### src/rtl/ei_axi4_pkg.sv
// Shared AXI4 types for the VIP master-side write arbiter.
package ei_axi4_pkg;

    typedef enum logic [1:0] {
        BURST_FIXED = 2'd0,
        BURST_INCR  = 2'd1,
        BURST_WRAP  = 2'd2
    } burst_type_e;

    typedef enum logic [1:0] {
        RESP_OKAY   = 2'd0,
        RESP_EXOKAY = 2'd1,
        RESP_SLVERR = 2'd2,
        RESP_DECERR = 2'd3
    } response_e;

    // Write arbiter phases: one full AW/W/B transaction per grant.
    typedef enum logic [1:0] {
        ARB_IDLE = 2'd0,
        ARB_ADDR = 2'd1,
        ARB_DATA = 2'd2,
        ARB_RESP = 2'd3
    } arb_state_e;

endpackage

### src/rtl/ei_rr_picker.sv
// Combinational round-robin picker: first set request bit at or after rr_ptr.
module ei_rr_picker #(
    parameter  int NUM_REQ = 2,
    localparam int IDW     = $clog2(NUM_REQ)
) (
    input  logic [NUM_REQ-1:0] req,
    input  logic [IDW-1:0]     rr_ptr,
    output logic [IDW-1:0]     grant,
    output logic               valid
);

    // Walk offsets from farthest to nearest so the nearest requester overwrites.
    always_comb begin
        int idx;
        idx   = 0;
        grant = '0;
        valid = 1'b0;
        for (int k = NUM_REQ - 1; k >= 0; k--) begin
            idx = int'(rr_ptr) + k;
            if (idx >= NUM_REQ) idx = idx - NUM_REQ;
            if (req[idx]) begin
                grant = IDW'(idx);
                valid = 1'b1;
            end
        end
    end

endmodule

### src/rtl/ei_axi4_wr_arbiter.sv
// Round-robin arbiter sharing one AXI4 write path (AW, W, B) between NUM_REQ
// requesters, one whole transaction per grant, with wlast-vs-awlen checking.
`ifndef DATA_WIDTH
`define DATA_WIDTH 32
`endif
`ifndef ADDR_WIDTH
`define ADDR_WIDTH 32
`endif

module ei_axi4_wr_arbiter
    import ei_axi4_pkg::*;
#(
    parameter  int NUM_REQ        = 2,
    parameter  int DATA_WIDTH     = `DATA_WIDTH,
    parameter  int ADDR_WIDTH     = `ADDR_WIDTH,
    localparam int BUS_BYTE_LANES = DATA_WIDTH / 8,
    localparam int IDW            = $clog2(NUM_REQ)
) (
    input  logic                                aclk,
    input  logic                                areset,
    input  logic [NUM_REQ*ADDR_WIDTH-1:0]       req_awaddr,
    input  logic [NUM_REQ*8-1:0]                req_awlen,
    input  logic [NUM_REQ*3-1:0]                req_awsize,
    input  logic [NUM_REQ*2-1:0]                req_awburst,
    input  logic [NUM_REQ-1:0]                  req_awvalid,
    output logic [NUM_REQ-1:0]                  req_awready,
    input  logic [NUM_REQ*DATA_WIDTH-1:0]       req_wdata,
    input  logic [NUM_REQ*BUS_BYTE_LANES-1:0]   req_wstrb,
    input  logic [NUM_REQ-1:0]                  req_wlast,
    input  logic [NUM_REQ-1:0]                  req_wvalid,
    output logic [NUM_REQ-1:0]                  req_wready,
    output response_e                           req_bresp,
    output logic [NUM_REQ-1:0]                  req_bvalid,
    input  logic [NUM_REQ-1:0]                  req_bready,
    output logic [ADDR_WIDTH-1:0]               m_awaddr,
    output logic [7:0]                          m_awlen,
    output logic [2:0]                          m_awsize,
    output logic [1:0]                          m_awburst,
    output logic                                m_awvalid,
    input  logic                                m_awready,
    output logic [DATA_WIDTH-1:0]               m_wdata,
    output logic [BUS_BYTE_LANES-1:0]           m_wstrb,
    output logic                                m_wlast,
    output logic                                m_wvalid,
    input  logic                                m_wready,
    input  logic [1:0]                          m_bresp,
    input  logic                                m_bvalid,
    output logic                                m_bready,
    output logic [IDW-1:0]                      grant_id,
    output logic                                busy,
    output logic                                err_wlast
);

    arb_state_e     state, state_nxt;
    logic [IDW-1:0] rr_ptr;
    logic [IDW-1:0] pick;
    logic           pick_vld;
    logic [7:0]     len_q;
    logic [7:0]     beat_cnt;
    logic           last_beat;
    logic           aw_hs, w_hs, b_hs;

    ei_rr_picker #(.NUM_REQ(NUM_REQ)) u_picker (
        .req    (req_awvalid),
        .rr_ptr (rr_ptr),
        .grant  (pick),
        .valid  (pick_vld)
    );

    // The master generates wlast itself; the requester's wlast is only checked.
    assign last_beat = (beat_cnt == len_q);
    assign busy      = (state != ARB_IDLE);
    assign req_bresp = response_e'(m_bresp);

    // Next state plus routing of the granted slot; everything else held at 0.
    always_comb begin
        state_nxt   = state;
        m_awaddr    = req_awaddr[grant_id*ADDR_WIDTH +: ADDR_WIDTH];
        m_awlen     = req_awlen[grant_id*8 +: 8];
        m_awsize    = req_awsize[grant_id*3 +: 3];
        m_awburst   = req_awburst[grant_id*2 +: 2];
        m_wdata     = req_wdata[grant_id*DATA_WIDTH +: DATA_WIDTH];
        m_wstrb     = req_wstrb[grant_id*BUS_BYTE_LANES +: BUS_BYTE_LANES];
        m_awvalid   = 1'b0;
        m_wvalid    = 1'b0;
        m_wlast     = 1'b0;
        m_bready    = 1'b0;
        req_awready = '0;
        req_wready  = '0;
        req_bvalid  = '0;
        aw_hs       = 1'b0;
        w_hs        = 1'b0;
        b_hs        = 1'b0;
        case (state)
            ARB_IDLE: begin
                if (pick_vld) state_nxt = ARB_ADDR;
            end
            ARB_ADDR: begin
                m_awvalid             = req_awvalid[grant_id];
                req_awready[grant_id] = m_awready;
                aw_hs                 = req_awvalid[grant_id] & m_awready;
                if (aw_hs) state_nxt = ARB_DATA;
            end
            ARB_DATA: begin
                m_wvalid             = req_wvalid[grant_id];
                m_wlast              = last_beat;
                req_wready[grant_id] = m_wready;
                w_hs                 = req_wvalid[grant_id] & m_wready;
                if (w_hs && last_beat) state_nxt = ARB_RESP;
            end
            ARB_RESP: begin
                m_bready             = req_bready[grant_id];
                req_bvalid[grant_id] = m_bvalid;
                b_hs                 = m_bvalid & req_bready[grant_id];
                if (b_hs) state_nxt = ARB_IDLE;
            end
            default: state_nxt = ARB_IDLE;
        endcase
    end

    // State register.
    always_ff @(posedge aclk) begin
        if (areset) state <= ARB_IDLE;
        else        state <= state_nxt;
    end

    // Grant, round-robin pointer, beat counting and the wlast error pulse.
    always_ff @(posedge aclk) begin
        if (areset) begin
            rr_ptr    <= '0;
            grant_id  <= '0;
            len_q     <= '0;
            beat_cnt  <= '0;
            err_wlast <= 1'b0;
        end else begin
            err_wlast <= w_hs & (req_wlast[grant_id] != last_beat);
            if (state == ARB_IDLE && pick_vld) grant_id <= pick;
            if (aw_hs) begin
                len_q    <= req_awlen[grant_id*8 +: 8];
                beat_cnt <= '0;
            end
            // Hold at len_q on the final beat so the counter never wraps.
            if (w_hs && !last_beat) beat_cnt <= beat_cnt + 8'd1;
            if (b_hs) rr_ptr <= (grant_id == IDW'(NUM_REQ - 1)) ? '0 : grant_id + 1'b1;
        end
    end

endmodule

### config.mk
export PLATFORM = sky130hd
export DESIGN_NAME = ei_axi4_wr_arbiter
export DESIGN_NICKNAME = d
export VERILOG_FILES = /design/src/rtl/ei_axi4_pkg.sv /design/src/rtl/ei_rr_picker.sv /design/src/rtl/ei_axi4_wr_arbiter.sv
export SDC_FILE = /design/constraint.sdc
export NUM_CORES = 1
export LEC_CHECK = 0
export CAP_MARGIN = 20
export CELL_PAD_IN_SITES_DETAIL_PLACEMENT = 1
export CELL_PAD_IN_SITES_GLOBAL_PLACEMENT = 2
export CORE_ASPECT_RATIO = 0.5
export CORE_MARGIN = 3
export CORE_UTILIZATION = 13
export DETAILED_ROUTE_END_ITERATION = 10
export PLACE_DENSITY_LB_ADDON = 0.1
export SETUP_SLACK_MARGIN = 0.5
export SLEW_MARGIN = 20
export SYNTH_ARGS = -nofsm -noshare
export SYNTH_HDL_FRONTEND = slang
export SYNTH_SLANG_ARGS = --single-unit
### constraint.sdc
create_clock -name aclk -period 5.5 [get_ports aclk]
set_input_delay 1.1 -clock aclk [delete_from_list [all_inputs] [get_ports aclk]]
set_output_delay 1.1 -clock aclk [all_outputs]
set_load 0.01 [all_outputs]
==> flow_metrics.py <==
metrics = {
    "cts": {
        "clockRootBuffer": "sky130_fd_sc_hd__clkbuf_16",
        "postCtsResizedCells": 0,
        "cts_max_level": 1,
        "clkTransAtPathRegs_ps": 70,
        "clock_insertion_delay_worst_skew_ps": 260,
        "post-cts-setup-buffer-count": 0,
        "clock_tree.buffer_depth": 2,
        "tritoncts_num_sinks": 21,
        "cts_hold_repair.buffers": 0,
        "clock_tree_from_tritoncts": "yes",
        "cts_buffers": 3,
    },
    "place": {
        "place.port_buffers": 268,
        "placedInstanceArea_mm2": 0.005119,
        "gp_congestion": 0.7322,
        "hpwlAfterDp_um": 12310,
    },
    "min_path": {
        "worst_min_delay_path_class": "flip-flop to flip-flop",
        "min_delay_worst_endpoint": "len_q[1]",
        "timing.hold.worst.start": "len_q[1]",
        "hold_depth": 2,
    },
    "power_and_ir_drop": {
        "cellInternalPower_uw": 697.0,
        "power.density_cell_area_mw_per_mm2": 204.0,
        "power.combinational.fraction_pct": 65.3,
        "switchingPower_uw": 363.9,
        "power.share.clock_pct": 15.1,
        "worst_ir_drop_vdd_mv": 0.1066,
        "p_leak_uw": 0.001885,
        "power.share.sequential_pct": 19.6,
        "p_sw_share_pct": 34.30,
    },
    "floorplanning": {
        "floorplan.rows": 33,
        "initial_utilization_pct": 13.43,
        "fp.dieW_um": 191.0,
        "io_pins": 273,
        "fp.coreArea_mm2": 0.01656,
        "floorplan.die.height_um": 98.48,
        "area_of_the_die_mm2": 0.01880,
    },
    "setup_path": {
        "critPathSlowestCell": "sky130_fd_sc_hd__clkdlybuf4s50_1",
        "ff2ff_path_depth": 5,
        "crit-reg2reg-launch": "grant_id",
        "timing.reg2reg.setup_slack_ps": 2810,
        "regToRegEndpoint": "beat_cnt[2]",
        "worst-endpoint-arrival_ps": 2470,
        "startpoint_type": "input pin",
        "cp_cell_sequence": "clkdlybuf4s50_1, mux2i_1, nor2b_1, clkdlybuf4s50_1",
        "crit_path_frequent_cell": "sky130_fd_sc_hd__clkdlybuf4s50_1",
        "worst_ep_required_time_ps": 4400,
        "critPathMaxStageDelay_ps": 540,
        "crit_end_element": "output port",
        "cp_max_fo": 4,
        "setup.worst_path.class": "input pin to output port",
    },
    "synth": {
        "synthAdderAreaFrac_pct": 2.814,
        "post_synth_xor_area_fraction_pct": 3.545,
        "synth-seq-area-share_pct": 18.91,
        "post_synth.cell_area_avg_um2": 8.685,
        "synthTopCellsByArea": "sky130_fd_sc_hd__mux2_2 42%, sky130_fd_sc_hd__dfxtp_1 19%, sky130_fd_sc_hd__nor2_1 4.6%",
        "synthSimpleGateAreaFrac_pct": 19.81,
        "synthesis.yosys.warnings": 0,
        "ys_async_sr_fraction_pct": 0,
        "cell_with_the_most_instances_after_synthesis": "sky130_fd_sc_hd__mux2_2",
        "synthMuxAreaShare_pct": 43.33,
        "synth-edff-count": 0,
        "gate_count_after_technology_mapping": 256,
        "ys_seq_elements": 21,
        "ys.flop_type": "sky130_fd_sc_hd__dfxtp_1",
        "netlist_area_mm2": 0.002223,
        "netlist.top_cell.by_area": "sky130_fd_sc_hd__mux2_2",
        "yosysTopAreaCellShare_pct": 41.53,
        "synthesis.nets": 438,
        "yosys-top-cells-count": "82 x sky130_fd_sc_hd__mux2_2, 27 x sky130_fd_sc_hd__nor2_1, 21 x sky130_fd_sc_hd__dfxtp_1",
        "synth_compound_gate_area_share_pct": 6.190,
        "synth_cell_type_count": 37,
        "synth_top_family_by_area": "multiplexers",
    },
    "cells_and_area": {
        "insertedDiodeCount": 0,
        "layout.cell_area.non_filler_mm2": 0.005200,
        "design.final.nets": 694,
        "fraction_of_layout_instances_using_a_drive_strength_above_1_pct": 18.59,
        "syn_to_final_growth_pct": 133.9,
    },
    "timing": {
        "max_slew.worst_pin.slew_ps": 953.8,
        "finClkSkew_ps": 9.234,
        "setup-tns-final_ps": 0,
        "finalMaxSlewViolations": 0,
        "slew_headroom_pct": 36.21,
        "grt_setup_unrepaired": "false",
        "setup_violations": 0,
        "finalHoldViolations": 0,
        "final_period_minus_worst_setup_slack_ps": 3575,
        "final.period_utilization_pct": 65.00,
        "fmax_mhz": 279.7,
    },
    "global_route": {
        "grt_start_max_net_pins": 48,
        "grt_first_pass_wirelength_um": 19990,
        "track_usage_pct": 14.02,
        "antenna_found_initial": 1,
        "grt_pass1_vias": 2965,
        "gr-total-overflow": 0,
    },
    "detailed_routing": {
        "remaining_drc_errors": 0,
        "ant_nets": 0,
        "pre_antenna_drt_iters": 4,
        "routed_via_density": 3.909,
        "drt-wirelength-per-cell_um": 19.34,
        "first_iter_violations": 52,
        "detail_route.wirelength_um": 14280,
        "routed-via-count": 2885,
    },
    "run_status": {
        "status": "finished, final reports clean",
    },
    "run": {
        "maxCapViolations": 0,
    },
}
per-layer routing:
layer | GRT usage [%] | up-vias | share of wire, % | routed length, um
met3 | 3.909 | 12 | 7.6 | 1092
met2 | 24.85 | 95 | 48 | 6848
met4 | 2.141 | 2 | 1.1 | 164
met5 | 0 | - | 0.070 | 10
met1 | 17.38 | 1355 | 43 | 6159
li1 | - | 1421 | - | -
cell usage in the layout (no fill, tap or decap), types with 4 or more instances in the layout:
master	instances
sky130_fd_sc_hd__a21oi_1	8
sky130_fd_sc_hd__clkdlybuf4s50_1	268
sky130_fd_sc_hd__dfxtp_1	20
sky130_fd_sc_hd__ha_1	5
sky130_fd_sc_hd__inv_1	8
sky130_fd_sc_hd__mux2_2	82
sky130_fd_sc_hd__mux2i_1	4
sky130_fd_sc_hd__nand2_1	12
sky130_fd_sc_hd__nand3_1	4
sky130_fd_sc_hd__nand3b_1	4
sky130_fd_sc_hd__nor2_1	27
sky130_fd_sc_hd__nor3_1	16
sky130_fd_sc_hd__o21ai_0	7
sky130_fd_sc_hd__xor2_1	8
cell families after synthesis:
group,Yosys count
XOR/XNOR,9
adder cells (fa/ha/maj),5
multiplexers,86
AND/OR/NAND/NOR,85
AO/OA/AOI/OAI,23
buffers and inverters,27
flip-flops,21
state kept, by name, indices dropped and copies added (netlist names):
register	count
rr_ptr	1
err_wlast	1
state	2
beat_cnt	8
len_q	8
grant_id	1
worst max-delay path: cells and delay by family:
family | cells | cell delay (ps)
buf+inv | 2 | 1070
mux | 1 | 150
simple gates | 1 | 150
metrics by stage:
stage               std cells  hold WS, ps  setup WS [ps]  util, %  total power, uW
floorplan                 256        468.3           2798        -            521.9
global placement          734        501.5           1928    30.92            921.9
detailed placement        734        510.7           1907    30.92            918.8
CTS                       738        521.3           1902    31.41             1089
global route              738        538.7           1847    31.41             1138
finish                    738        514.0           1925    31.41             1061
worst max-delay path by stage:
stage	from	to	depth (start not counted)
6_report	req_awvalid[0]	m_awvalid	4
5_1_grt	req_awvalid[0]	m_awvalid	4
4_1_cts	req_awvalid[0]	m_awvalid	4
3_5_place_dp	req_awvalid[0]	m_awvalid	4
3_3_place_gp	req_awvalid[0]	m_awvalid	4
2_1_floorplan	grant_id	m_wdata[22]	4
area by class of cell:
class	count	area [um2]
inverter	8	30.03
clock buffer	3	75.07
timing repair buffer	270	2698
tap	227	284.0
clock inverter	1	6.256
sequential	21	424.2
multi-input combinational	208	1683
fill	1865	11360
power groups by stage:
stage          logic (uW)  clock network, uW  registers [uW]
3_5_place_dp          706                  0             213
6_report              693                160             208
5_1_grt               752                173             213
3_3_place_gp          708                  0             214
2_1_floorplan         336                  0             186
4_1_cts               710                169             210
Power figures use the tool's default switching activity.
